### config.mk
export PLATFORM = sky130hd
export DESIGN_NAME = dino_input_cond
export DESIGN_NICKNAME = d
export VERILOG_FILES = /design/src/rtl/dino_pkg.sv /design/src/rtl/dino_debounce_chan.sv /design/src/rtl/dino_input_cond.sv
export SDC_FILE = /design/constraint.sdc
export NUM_CORES = 1
export LEC_CHECK = 0
export CORE_ASPECT_RATIO = 0.9
export CORE_UTILIZATION = 35
export DETAILED_ROUTE_END_ITERATION = 10
export PLACE_DENSITY = 0.56
export RECOVER_POWER = 50
export SYNTH_ARGS = -nofsm -noshare
export SYNTH_HDL_FRONTEND = slang
export SYNTH_SLANG_ARGS = --single-unit
### constraint.sdc
create_clock -name clk -period 3.86 [get_ports clk]
set_input_delay 1.158 -clock clk [delete_from_list [all_inputs] [get_ports clk]]
set_output_delay 1.158 -clock clk [all_outputs]
set_load 0.03 [all_outputs]
### src/rtl/dino_pkg.sv
// Shared constants for the dino game input conditioning: channel indices and
// debounce counter width.
package dino_pkg;

   localparam int DINO_CH_JUMP  = 0;
   localparam int DINO_CH_HALT  = 1;
   localparam int DINO_CH_DEBUG = 2;
   localparam int DINO_NUM_CH   = 3;
   localparam int DINO_DBNC_W   = 24;

   typedef logic [DINO_DBNC_W-1:0] dino_cnt_t;

endpackage

### src/rtl/dino_debounce_chan.sv
// One input channel: polarity, 2-FF synchroniser, stable-count debouncer and a
// registered strobe that marks the cycle in which stable rises.
module dino_debounce_chan
   import dino_pkg::*;
#(
   parameter int unsigned DEBOUNCE_CYCLES = 250000,
   parameter bit          ACTIVE_LOW      = 1'b0
) (
   input  logic clk,
   input  logic sys_rst,
   input  logic pin_i,
   output logic stable_o,
   output logic rise_o
);

   localparam dino_cnt_t CNT_TC = dino_cnt_t'(DEBOUNCE_CYCLES - 1);

   logic      sync1_q, sync2_q;
   logic      stable_q, stable_d;
   logic      rise_q;
   dino_cnt_t cnt_q, cnt_d;

   // Any return to the stable level restarts the count, so glitches never reach stable.
   always_comb begin
      stable_d = stable_q;
      cnt_d    = cnt_q;
      if (sync2_q == stable_q) begin
         cnt_d = '0;
      end else if (cnt_q == CNT_TC) begin
         stable_d = sync2_q;
         cnt_d    = '0;
      end else begin
         cnt_d = cnt_q + dino_cnt_t'(1);
      end
   end

   always_ff @(posedge clk) begin
      if (sys_rst) begin
         sync1_q  <= 1'b0;
         sync2_q  <= 1'b0;
         stable_q <= 1'b0;
         cnt_q    <= '0;
         rise_q   <= 1'b0;
      end else begin
         sync1_q  <= pin_i ^ ACTIVE_LOW;
         sync2_q  <= sync1_q;
         stable_q <= stable_d;
         cnt_q    <= cnt_d;
         rise_q   <= stable_d & ~stable_q;
      end
   end

   assign stable_o = stable_q;
   assign rise_o   = rise_q;

endmodule

### src/rtl/dino_input_cond.sv
// Input conditioning for the dino game core: debounced jump/halt/debug levels,
// jump strobe and wrap-around press counter. DINO_HALT_TOGGLE_EN selects toggle halt.
module dino_input_cond
   import dino_pkg::*;
#(
   parameter int unsigned DEBOUNCE_CYCLES = 250000,
   parameter bit          ACTIVE_LOW      = 1'b0
) (
   input  logic       clk,
   input  logic       sys_rst,
   input  logic       jump_pin,
   input  logic       halt_pin,
   input  logic       debug_pin,
   output logic       jump_level,
   output logic       jump_pulse,
   output logic       halt_out,
   output logic       debug_out,
   output logic [7:0] jump_count
);

   logic [DINO_NUM_CH-1:0] pins;
   logic [DINO_NUM_CH-1:0] stable;
   logic [DINO_NUM_CH-1:0] rise;

   assign pins[DINO_CH_JUMP]  = jump_pin;
   assign pins[DINO_CH_HALT]  = halt_pin;
   assign pins[DINO_CH_DEBUG] = debug_pin;

   for (genvar g = 0; g < DINO_NUM_CH; g++) begin : g_chan
      dino_debounce_chan #(
         .DEBOUNCE_CYCLES (DEBOUNCE_CYCLES),
         .ACTIVE_LOW      (ACTIVE_LOW)
      ) u_chan (
         .clk      (clk),
         .sys_rst  (sys_rst),
         .pin_i    (pins[g]),
         .stable_o (stable[g]),
         .rise_o   (rise[g])
      );
   end

   logic       jump_pulse_q;
   logic [7:0] jump_count_q;

   always_ff @(posedge clk) begin
      if (sys_rst) begin
         jump_pulse_q <= 1'b0;
         jump_count_q <= 8'd0;
      end else begin
         jump_pulse_q <= rise[DINO_CH_JUMP];
         if (rise[DINO_CH_JUMP]) jump_count_q <= jump_count_q + 8'd1;
      end
   end

   assign jump_level = stable[DINO_CH_JUMP];
   assign debug_out  = stable[DINO_CH_DEBUG];
   assign jump_pulse = jump_pulse_q;
   assign jump_count = jump_count_q;

`ifdef DINO_HALT_TOGGLE_EN
   logic halt_q;

   always_ff @(posedge clk) begin
      if (sys_rst)                 halt_q <= 1'b0;
      else if (rise[DINO_CH_HALT]) halt_q <= ~halt_q;
   end

   assign halt_out = halt_q;

   logic unused_rise;
   assign unused_rise = rise[DINO_CH_DEBUG];
`else
   assign halt_out = stable[DINO_CH_HALT];

   logic unused_rise;
   assign unused_rise = rise[DINO_CH_DEBUG] | rise[DINO_CH_HALT];
`endif

endmodule

==> impl_summary.txt, run 1 <==
----------------------------------------------------
[Clock tree]
  Clock tree from TritonCTS ... done
  Maximum buffer depth of the clock tree ... 2
  H-tree level count ... 3
  Total of hold buffers inserted after clock tree synthesis ... 0
  Clock latency on the worst-skew pair ... between 0.3 and 0.4 ns
  Root Driver ... clkbuf_16
  Number of resized instances in the post-cts repair step ... 0
  TritonCTS Buffers ... 9
  Clock input transition at the sequential cells of the worst setup and hold paths ... ~0.070 ns
  Number of clock sinks seen by CTS ... 91
  Setup Fix Bufs, Post-CTS ... 0

[Drt]
  Vias per cell ... roughly 5.0
  Met1 routed wirelength after detailed routing ... a little under 4000 um
  DRC violation count after routing ... 0
  Total routed wirelength ... 7680 um
  DRT iter0 DRCs ... ~220
  Number of nets with antenna violations after routing ... 0
  Detailed-route via count ... 3171
  Wire per inst ... ~12 um
  Number of iterations in the first detailed-routing pass ... 4
  Met2 WL post-DR ... approximately 3300 um
  Max layer used ... met4
  Wire length on met3 ... 282 um

[Placement]
  Gpl congestion ... roughly 0.73
  Half-perimeter wire length of the detailed placement result ... 5160 um
  Quantity of I/O buffers inserted on ports ... 16
  Post-placement cell area ... around 4300 um2

[Die]
  Chip width ... approximately 110 um
  Core outline area ... about 11000 um2
  Count of standard-cell rows ... 36
  Effective utilization at floorplan ... 0.363
  Number of top-level pins ... 17
  Die boundary height ... 103 um
  Die Footprint ... between 10000 and 15000 um2

[Finish]
  Layout cell share with drive strength beyond 1 ... 0.0501
  Area of the multi-input gates ... roughly 2000 um2
  Filler cell count in the final layout ... ~1100
  Final standard cell area without fillers ... 4540 um2
  Sequential cell area ... 1820 um2
  Number of nets at the end of the flow ... around 480
  Signed area change from the synthesized netlist to the final layout ... 14.4%
  Count of inserted antenna diode cells ... 0

[STA]
  Unrepaired setup endpoints after global routing ... no
  Post-layout min period ... 2.64 ns
  Max Clock Freq ... roughly 0.38 GHz
  Worst rel slew slack ... 0.460
  Number of hold violations in the final report ... 0
  Final setup fails ... 0
  Least-Margin Pin Slew ... 0.808 ns
  Max Slew Vio Count ... 0
  Final Cycle Share ... 0.683
  Setup skew after layout ... between 0.009 and 0.01 ns
  Post-route setup TNS ... 0 ns

[Status]
  Result of the run ... complete, no violations

[Synthesis]
  Area share of the largest cell type after synthesis ... 0.459
  Ranking of synthesized cells by area ... dfxtp_1 46%, xnor2_1 6.0%, nor2_1 5.4%, or3_1 4.4%, a21oi_1 4.2%
  Number of enable-type register cells in the synthesized netlist ... 0
  Post-synthesis sequential element count ... 91
  Avg Synthesized Cell Area ... about 8.6 um2
  Largest area contributor in the synthesized netlist ... dfxtp_1
  Synthesized instance count ... ~460
  Cell Area, Synth ... around 4000 um2
  Async set-or-reset flop fraction in the synthesized netlist ... 0
  Cell with the most instances after synthesis ... dfxtp_1
  Count of synthesis-stage warnings from yosys ... 0
  Sequential cell area fraction in the yosys report ... 0.459
  Number of nets in the synthesized netlist ... 471
  Primary FF master, synth ... dfxtp_1
  Distinct cell type count after synthesis ... 34
  Leading post-synthesis cells by instance count ... 91 x dfxtp_1, 57 x nor2_1, 33 x a21oi_1

[Worst setup path]
  Critical path buffers and inverters ... 1
  Reg2Reg Setup Slack ... approximately 1.7 ns
  Critical path, cell by cell ... dlygate4sd3_1
  Family with the most delay on the worst path ... buffers and inverters
  Critical path peak fanout ... 4
  Max stage delay on crit path ... 0.76 ns
  Slowest cell on the critical path ... dlygate4sd3_1
  CP Data Required Time ... 2.70 ns
  Startpoint type of the worst setup path ... flip-flop
  Data arrival time of the worst path ... between 1 and 1.5 ns
  Category of the most critical setup path ... reg2out
  Endpoint type of the worst setup path ... output port

[Global route]
  GR Util All Layers ... 0.146
  Number of antenna violations at the first check in global routing ... 0
  Via count of the first global-routing pass ... approximately 2900
  Largest net degree at the start of global routing ... 25
  Wire length of the first global-routing pass ... ~13000 um
  Total global routing overflow ... 0

[Job]
  Max capacitance violation total ... 0

[Power and ir drop]
  Maximum VDD drop ... ~0.00017 V
  Leakage power of the design ... between 0.001 and 0.0015 uW
  Overall power of the completed layout ... about 1800 uW
  Areal power density over the cells ... 394 nW/um2

[Hold path]
  HP Class ... reg2reg

----------------------------------------------------
## cell usage in the layout, fill, tap and decap left out, types with 4 or more instances in the layout
cell type         n
or3_1            28
xor2_1           18
and3_1            6
o21ai_0          27
xnor2_1          27
nor2_1           57
and4_1            7
nor3_1            9
dfxtp_1          91
a21oi_1          33
dlygate4sd3_1     9
nand4_1          21
or4_1            10
nor4_1           13
nand2_1          25
nand3_1          22
nor2b_1           7
nor4b_1           4
ha_1              4
clkbuf_16         9
o31ai_1           7
clkdlybuf4s50_1   7
inv_1            17
## through the flow
| step | util | worst slack, ns | instances | hold WS, ns |
|---|---|---|---|---|
| 5_1_grt | 0.415 | 1.11 | 631 | 0.456 |
| 3_3_place_gp | 0.390 | 1.01 | 615 | 0.420 |
| 4_1_cts | 0.415 | 1.22 | 631 | 0.443 |
| 3_5_place_dp | 0.390 | 0.970 | 615 | 0.436 |
| 2_1_floorplan | - | 1.97 | 462 | 0.414 |
| 6_report | 0.415 | 1.22 | 631 | 0.433 |
## worst reg2reg max path, delay by kind of cell (launching register included)
| family | cells | cell delay (ns) |
|---|---|---|
| adders and majority gates | 1 | 0.22 |
| AOI/OAI and AO/OA | 1 | 0.16 |
| and+or+nand+nor | 3 | 1.29 |
| DFF | 1 | 0.38 |
## cell families (layout without fill, tap and decap cells)
group                    Yosys count  in the layout  synth area share
multiplexers                       1              1           0.00252
flip-flops                        91             91             0.459
AO/OA/AOI/OAI                     70             70            0.0945
buffers and inverters             35             52            0.0359
XOR/XNOR                          45             45            0.0992
AND/OR/NAND/NOR                  216            216             0.296
adder cells (fa/ha/maj)            4              4            0.0126
## metal layers
layer	GRT usage	up-vias
met2	0.222	47
met5	0	-
met3	0.0441	9
met1	0.191	1456
met4	0.0649	0
li1	-	1659
## registers in the layout (all words and copies together), names as in the netlist
signal and count:
g_chan.u_chan.cnt_q 72, g_chan.u_chan.stable_o 3, g_chan.u_chan.rise_o 1, jump_count 8
g_chan.u_chan.sync2_q 3, jump_pulse 1, g_chan.u_chan.sync1_q 3
## final timing paths
check	from	endpoint	cells after the start
max	jump_count[4]$_SDFFE_PP0P_	jump_count[4]	1
min	g_chan[2].u_chan.sync1_q$_SDFF_PP0_	g_chan[2].u_chan.sync2_q$_SDFF_PP0_	1
max reg2reg	g_chan[1].u_chan.cnt_q[0]$_SDFF_PP0_	g_chan[1].u_chan.cnt_q[16]$_SDFF_PP0_	5
min reg2reg	g_chan[2].u_chan.sync1_q$_SDFF_PP0_	g_chan[2].u_chan.sync2_q$_SDFF_PP0_	1
## where the power goes
group          total, uW  internal [uW]  switching, uW  leakage (uW)
sequential           945            942           2.09      0.000734
combinational       20.6           8.00           12.6      0.000460
clock                824            455            369      0.000128
## area by class of cell
cell class / count / share of cell area
Clock buffer: 11 / 0.0534
Clock inverter: 5 / 0.00798
Inverter: 17 / 0.0140
Multi-Input combinational cell: 336 / 0.442
Sequential cell: 91 / 0.401
Tap cell: 152 / 0.0419
Timing Repair Buffer: 19 / 0.0402
Power figures use the tool's default switching activity.
==> run 2: changes to the inputs <==
==> constraint.sdc (replaced) <==
create_clock -name clk -period 2.6 [get_ports clk]
set_input_delay 0.78 -clock clk [delete_from_list [all_inputs] [get_ports clk]]
set_output_delay 0.78 -clock clk [all_outputs]
set_load 0.03 [all_outputs]
==> impl_summary.txt, run 2 (synthesis gave the netlist of run 1 again) <==
----------------------------------------------------
[Status]
  Result of the run ... complete, no violations (unchanged)

[Finish]
  Register name with the most flops ... g_chan.u_chan.cnt_q (unchanged)
  Signed area change from the synthesized netlist to the final layout ... 15.6% (was 14.4%)
  Util after Layout ... 0.419 (was 0.415)
  Area of the multi-input gates ... 2010 um2 (unchanged)
  Most common cell after layout, fill and taps aside ... dfxtp_1 (unchanged)
  Number of nets at the end of the flow ... 484 (was 483)
  Sequential cell area ... 1820 um2 (unchanged)
  Count of inserted antenna diode cells ... 0 (unchanged)
  Final standard cell area without fillers ... 4590 um2 (was 4540 um2)
  Number of flip-flops under the largest register name ... 72 (unchanged)
  Filler cell count in the final layout ... 1085 (was 1108)
  Layout cell share with drive strength beyond 1 ... 0.0500 (was 0.0501)
  Number of standard cells in the final layout excluding fillers ... 632 (was 631)
  Commonest cells after routing, fill and taps aside ... 91 x dfxtp_1, 57 x nor2_1, 33 x a21oi_1 (unchanged)

[STA]
  Unrepaired setup endpoints after global routing ... no (unchanged)
  Final setup fails ... 0 (unchanged)
  Post-layout min period ... about 2.3 ns
  Least-Margin Pin Slew ... 0.495 ns (was 0.808 ns)
  Final Cycle Share ... 0.869
  Number of hold violations in the final report ... 0 (unchanged)
  Setup skew after layout ... 0.00926 ns (was 0.00974 ns)
  Max Clock Freq ... 0.442 GHz
  Post-route setup TNS ... 0 ns (unchanged)
  Worst rel slew slack ... 0.670 (was 0.460)
  Max Slew Vio Count ... 0 (unchanged)

[Clock tree]
  Maximum buffer depth of the clock tree ... 2 (unchanged)
  Root Driver ... clkbuf_16 (unchanged)
  Setup Fix Bufs, Post-CTS ... 0 (unchanged)
  Number of clock sinks seen by CTS ... 91 (unchanged)
  Number of resized instances in the post-cts repair step ... 0 (unchanged)
  Clock latency on the worst-skew pair ... 0.35 ns (was 0.34 ns)
  Total of hold buffers inserted after clock tree synthesis ... 0 (unchanged)
  TritonCTS Buffers ... 9 (unchanged)
  Clock tree from TritonCTS ... done (unchanged)
  Clock input transition at the sequential cells of the worst setup and hold paths ... 0.07 ns (about the same)
  H-tree level count ... 3 (unchanged)

[Drt]
  Detailed-route via count ... 3166 (was 3171)
  Total routed wirelength ... 7660 um (was 7680 um)
  Number of iterations in the first detailed-routing pass ... 4 (unchanged)
  Number of nets with antenna violations after routing ... 0 (unchanged)
  Vias per cell ... 5.01 (was 5.03)
  DRT iter0 DRCs ... 134 (was 222)
  DRC violation count after routing ... 0 (unchanged)
  Wire per inst ... 12.1 um (was 12.2 um)

[Worst setup path]
  Critical path, cell by cell ... clkdlybuf4s50_1 (was dlygate4sd3_1)
  CP Data Required Time ... 1.82 ns (was 2.70 ns)
  Max stage delay on crit path ... 0.71 ns (was 0.76 ns)
  Startpoint of the most critical setup path ... jump_count[2]$_SDFFE_PP0P_ (was jump_count[4]$_SDFFE_PP0P_)
  Data arrival time of the worst path ... 1.48 ns (about the same)
  Worst reg2reg path startpoint ... g_chan[1].u_chan.cnt_q[0]$_SDFF_PP0_ (unchanged)
  Endpoint type of the worst setup path ... output port (unchanged)
  Critical path peak fanout ... 5 (was 4)
  Reg2Reg Setup Slack ... 0.47 ns (was 1.74 ns)
  Category of the most critical setup path ... reg2out (unchanged)
  Family with the most delay on the worst path ... buffers and inverters (unchanged)
  Critical path buffers and inverters ... 1 (unchanged)
  Startpoint type of the worst setup path ... flip-flop (unchanged)
  Slowest cell on the critical path ... clkdlybuf4s50_1 (was dlygate4sd3_1)

[Global route]
  Largest net degree at the start of global routing ... 25 (unchanged)
  Wire length of the first global-routing pass ... 13600 um (was 13400 um)
  Via count of the first global-routing pass ... 2893 (was 2874)
  GR Util All Layers ... 0.146 (about the same)
  Total global routing overflow ... 0 (unchanged)
  Number of antenna violations at the first check in global routing ... 0 (unchanged)

[Job]
  Max capacitance violation total ... 0 (unchanged)

[Die]
  Effective utilization at floorplan ... 0.363 (unchanged)
  Number of top-level pins ... 17 (unchanged)
  Die boundary height ... 103 um (unchanged)
  Core outline area ... 10900 um2 (unchanged)
  Die Footprint ... 11800 um2 (unchanged)
  Chip width ... 114 um (unchanged)
  Count of standard-cell rows ... 36 (unchanged)

[Power and ir drop]
  Maximum VDD drop ... 0.000274 V (was 0.000174 V)
  Leakage power of the design ... 0.00132 uW (about the same)
  Areal power density over the cells ... 625 nW/um2 (was 394 nW/um2)

[Hold path]
  HP Class ... reg2reg (unchanged)
  Worst min-delay path startpoint ... g_chan[0].u_chan.sync1_q$_SDFF_PP0_ (was g_chan[2].u_chan.sync1_q$_SDFF_PP0_)

[Placement]
  Number of instances in the placed design ... 616 (was 615)
  Post-placement cell area ... 4270 um2 (about the same)
  Half-perimeter wire length of the detailed placement result ... 5090 um (was 5160 um)
  Gpl congestion ... 0.730 (was 0.733)
  Quantity of I/O buffers inserted on ports ... 16 (unchanged)

----------------------------------------------------
run 2: metal layers:
metal / vias up / GRT usage / share of wire / routed length, um
li1: 1660 / - / - / -
met1: 1461 / 0.194 / 0.52 / 3990
met2: 34 / 0.221 / 0.43 / 3270
met3: 11 / 0.0535 / 0.039 / 299
met4: 0 / 0.0450 / 0.013 / 102
met5: - / 0 / 0 / 0
run 2: metrics by stage:
step	hold WS [ns]	setup WS [ns]	total power (uW)
2_1_floorplan	0.414	0.745	1450
3_3_place_gp	0.420	0.391	1470
3_5_place_dp	0.429	0.386	1470
4_1_cts	0.451	0.310	2910
5_1_grt	0.463	0.272	2980
6_report	0.448	0.340	2870
run 2: path summary, 6_finish.rpt:
| path | to | depth (start not counted) |
|---|---|---|
| min | g_chan[0].u_chan.sync2_q$_SDFF_PP0_ | 1 |
| min reg2reg | g_chan[0].u_chan.sync2_q$_SDFF_PP0_ | 1 |
| max reg2reg | g_chan[1].u_chan.cnt_q[22]$_SDFF_PP0_ | 5 |
| max | jump_count[2] | 1 |
run 2: power by group:
| part | leakage (uW) | total [uW] | internal [uW] | switching, uW |
|---|---|---|---|---|
| Clock | 0.000156 | 1430 | 856 | 578 |
| Sequential | 0.000734 | 1400 | 1400 | 3.02 |
| Combinational | 0.000432 | 30.7 | 11.7 | 19.0 |
run 2: area by class of cell:
type / instances / share of cell area
clock inverter: 6 / 0.0210
timing repair buffer: 20 / 0.0395
tap: 152 / 0.0414
inverter: 17 / 0.0139
sequential: 91 / 0.397
clock buffer: 10 / 0.0499
multi-input combinational: 336 / 0.437
==> run 3: changes to the inputs <==
--- a/config.mk
+++ b/config.mk
@@ -8,7 +8,6 @@
 export CORE_ASPECT_RATIO = 0.9
 export CORE_UTILIZATION = 35
 export DETAILED_ROUTE_END_ITERATION = 10
-export PLACE_DENSITY = 0.56
 export RECOVER_POWER = 50
 export SYNTH_ARGS = -nofsm -noshare
 export SYNTH_HDL_FRONTEND = slang
==> impl_summary.txt, run 3 (synthesis gave the netlist of run 1 again) <==
----------------------------------------------------
[Drt]
  DRC violation count after routing ... 0 (unchanged)
  Total routed wirelength ... 7690 um (was 7660 um)
  Detailed-route via count ... 3261 (was 3166)
  Wire per inst ... 12.2 um (was 12.1 um)
  Number of iterations in the first detailed-routing pass ... 4 (unchanged)
  DRT iter0 DRCs ... 200 (was 134)
  Number of nets with antenna violations after routing ... 0 (unchanged)
  Vias per cell ... 5.17 (was 5.01)

[Global route]
  Total global routing overflow ... 0 (unchanged)
  Via count of the first global-routing pass ... 2917 (was 2893)
  Wire length of the first global-routing pass ... 13100 um (was 13600 um)
  GR Util All Layers ... 0.141 (was 0.146)
  Number of antenna violations at the first check in global routing ... 0 (unchanged)
  Largest net degree at the start of global routing ... 25 (unchanged)

[Finish]
  Most common cell after layout, fill and taps aside ... dfxtp_1 (unchanged)
  Signed area change from the synthesized netlist to the final layout ... 13.9% (was 15.6%)
  Number of nets at the end of the flow ... 484 (unchanged)
  Number of standard cells in the final layout excluding fillers ... 631 (was 632)
  Filler cell count in the final layout ... 1097 (was 1085)
  Commonest cells after routing, fill and taps aside ... 91 x dfxtp_1, 57 x nor2_1, 33 x a21oi_1 (unchanged)
  Sequential cell area ... 1820 um2 (unchanged)
  Area of the multi-input gates ... 2010 um2 (unchanged)
  Layout cell share with drive strength beyond 1 ... 0.0459 (was 0.0500)
  Register name with the most flops ... g_chan.u_chan.cnt_q (unchanged)
  Util after Layout ... 0.413 (was 0.419)
  Number of flip-flops under the largest register name ... 72 (unchanged)
  Count of inserted antenna diode cells ... 0 (unchanged)

[STA]
  Post-route setup TNS ... 0 ns (unchanged)
  Final-layout worst hold slack ... 0.439 ns (was 0.448 ns)
  Final setup fails ... 0 (unchanged)
  Post-layout min period ... 2.24 ns (was 2.26 ns)
  Worst rel slew slack ... 0.665 (was 0.670)
  Setup skew after layout ... 0.0114 ns (was 0.00926 ns)
  Final worst slack ... 0.359 ns (was 0.340 ns)
  Max Slew Vio Count ... 0 (unchanged)
  Unrepaired setup endpoints after global routing ... no (unchanged)
  Final Cycle Share ... 0.862 (was 0.869)
  Number of hold violations in the final report ... 0 (unchanged)
  Max Clock Freq ... 0.446 GHz (was 0.442 GHz)
  Least-Margin Pin Slew ... 0.503 ns (was 0.495 ns)

[Worst setup path]
  Critical path peak fanout ... 4 (was 5)
  Critical path buffers and inverters ... 1 (unchanged)
  Startpoint type of the worst setup path ... flip-flop (unchanged)
  Logic depth of the worst register-to-register path ... 5 (unchanged)
  Data arrival time of the worst path ... 1.46 ns (was 1.48 ns)
  Endpoint type of the worst setup path ... output port (unchanged)
  Category of the most critical setup path ... reg2out (unchanged)
  CP Depth ... 1 (unchanged)
  Critical path, cell by cell ... clkdlybuf4s50_1 (unchanged)
  Max stage delay on crit path ... 0.71 ns (about the same)
  Reg2Reg Setup Slack ... 0.49 ns (was 0.47 ns)
  Slowest cell on the critical path ... clkdlybuf4s50_1 (unchanged)
  CP Data Required Time ... 1.82 ns (about the same)
  Family with the most delay on the worst path ... buffers and inverters (unchanged)

[Clock tree]
  Clock tree from TritonCTS ... done (unchanged)
  TritonCTS Buffers ... 9 (unchanged)
  Clock input transition at the sequential cells of the worst setup and hold paths ... 0.07 ns (about the same)
  Number of resized instances in the post-cts repair step ... 0 (unchanged)
  Clock latency on the worst-skew pair ... 0.34 ns (was 0.35 ns)
  Maximum buffer depth of the clock tree ... 2 (unchanged)
  Root Driver ... clkbuf_16 (unchanged)
  Setup Fix Bufs, Post-CTS ... 0 (unchanged)
  Number of clock sinks seen by CTS ... 91 (unchanged)
  Total of hold buffers inserted after clock tree synthesis ... 0 (unchanged)
  H-tree level count ... 3 (unchanged)

[Job]
  Max capacitance violation total ... 0 (unchanged)

[Hold path]
  Worst hold path depth ... 1 (unchanged)
  HP Class ... reg2reg (unchanged)

[Power and ir drop]
  Maximum VDD drop ... 0.000289 V (was 0.000274 V)
  Areal power density over the cells ... 574 nW/um2 (was 625 nW/um2)
  Leakage power of the design ... 0.00129 uW (was 0.00132 uW)

[Placement]
  Number of instances in the placed design ... 616 (unchanged)
  Quantity of I/O buffers inserted on ports ... 16 (unchanged)
  Gpl congestion ... 0.779 (was 0.730)
  Half-perimeter wire length of the detailed placement result ... 5220 um (was 5090 um)
  Pre-CTS setup slack ... 0.348 ns (was 0.386 ns)

[Die]
  Chip width ... 114 um (unchanged)
  Number of top-level pins ... 17 (unchanged)
  Die boundary height ... 103 um (unchanged)
  Effective utilization at floorplan ... 0.363 (unchanged)
  Core outline area ... 10900 um2 (unchanged)
  Count of standard-cell rows ... 36 (unchanged)
  Die Footprint ... 11800 um2 (unchanged)

[Status]
  Result of the run ... complete, no violations (unchanged)

----------------------------------------------------
[run 3: cell type report]
type / instances / area share
tap: 152 / 0.0420
clock buffer: 11 / 0.0515
sequential: 91 / 0.403
clock inverter: 4 / 0.00636
multi-input combinational: 336 / 0.444
inverter: 17 / 0.0141
timing repair buffer: 20 / 0.0396
[run 3: metrics by stage]
| step | power (uW) | cell area, um2 |
|---|---|---|
| finish | 2600 | 4520 |
| global route | 2700 | 4520 |
| CTS | 2640 | 4530 |
| detailed placement | 1470 | 4270 |
| global placement | 1470 | 4270 |
| floorplan | 1450 | 3970 |
[run 3: layer usage]
metal	GRT usage	vias up	wire length [um]
li1	-	1665	-
met1	0.175	1533	3900
met2	0.230	55	3380
met3	0.0494	8	326
met4	0.0430	0	87
met5	0	-	0
[run 3: final timing paths]
kind	start	endpoint
min	g_chan[1].u_chan.sync1_q$_SDFF_PP0_	g_chan[1].u_chan.sync2_q$_SDFF_PP0_
max	g_chan[0].u_chan.stable_o$_SDFF_PP0_	jump_level
min reg2reg	g_chan[1].u_chan.sync1_q$_SDFF_PP0_	g_chan[1].u_chan.sync2_q$_SDFF_PP0_
max reg2reg	g_chan[1].u_chan.cnt_q[0]$_SDFF_PP0_	g_chan[1].u_chan.cnt_q[22]$_SDFF_PP0_
[run 3: report_power, final]
part / leakage [uW] / switching (uW) / total (uW) / internal, uW
clock network: 0.000122 / 522 / 1160 / 643
registers: 0.000734 / 2.97 / 1400 / 1400
logic: 0.000431 / 19.3 / 30.8 / 11.4
total: 0.00129 / 544 / 2600 / 2050
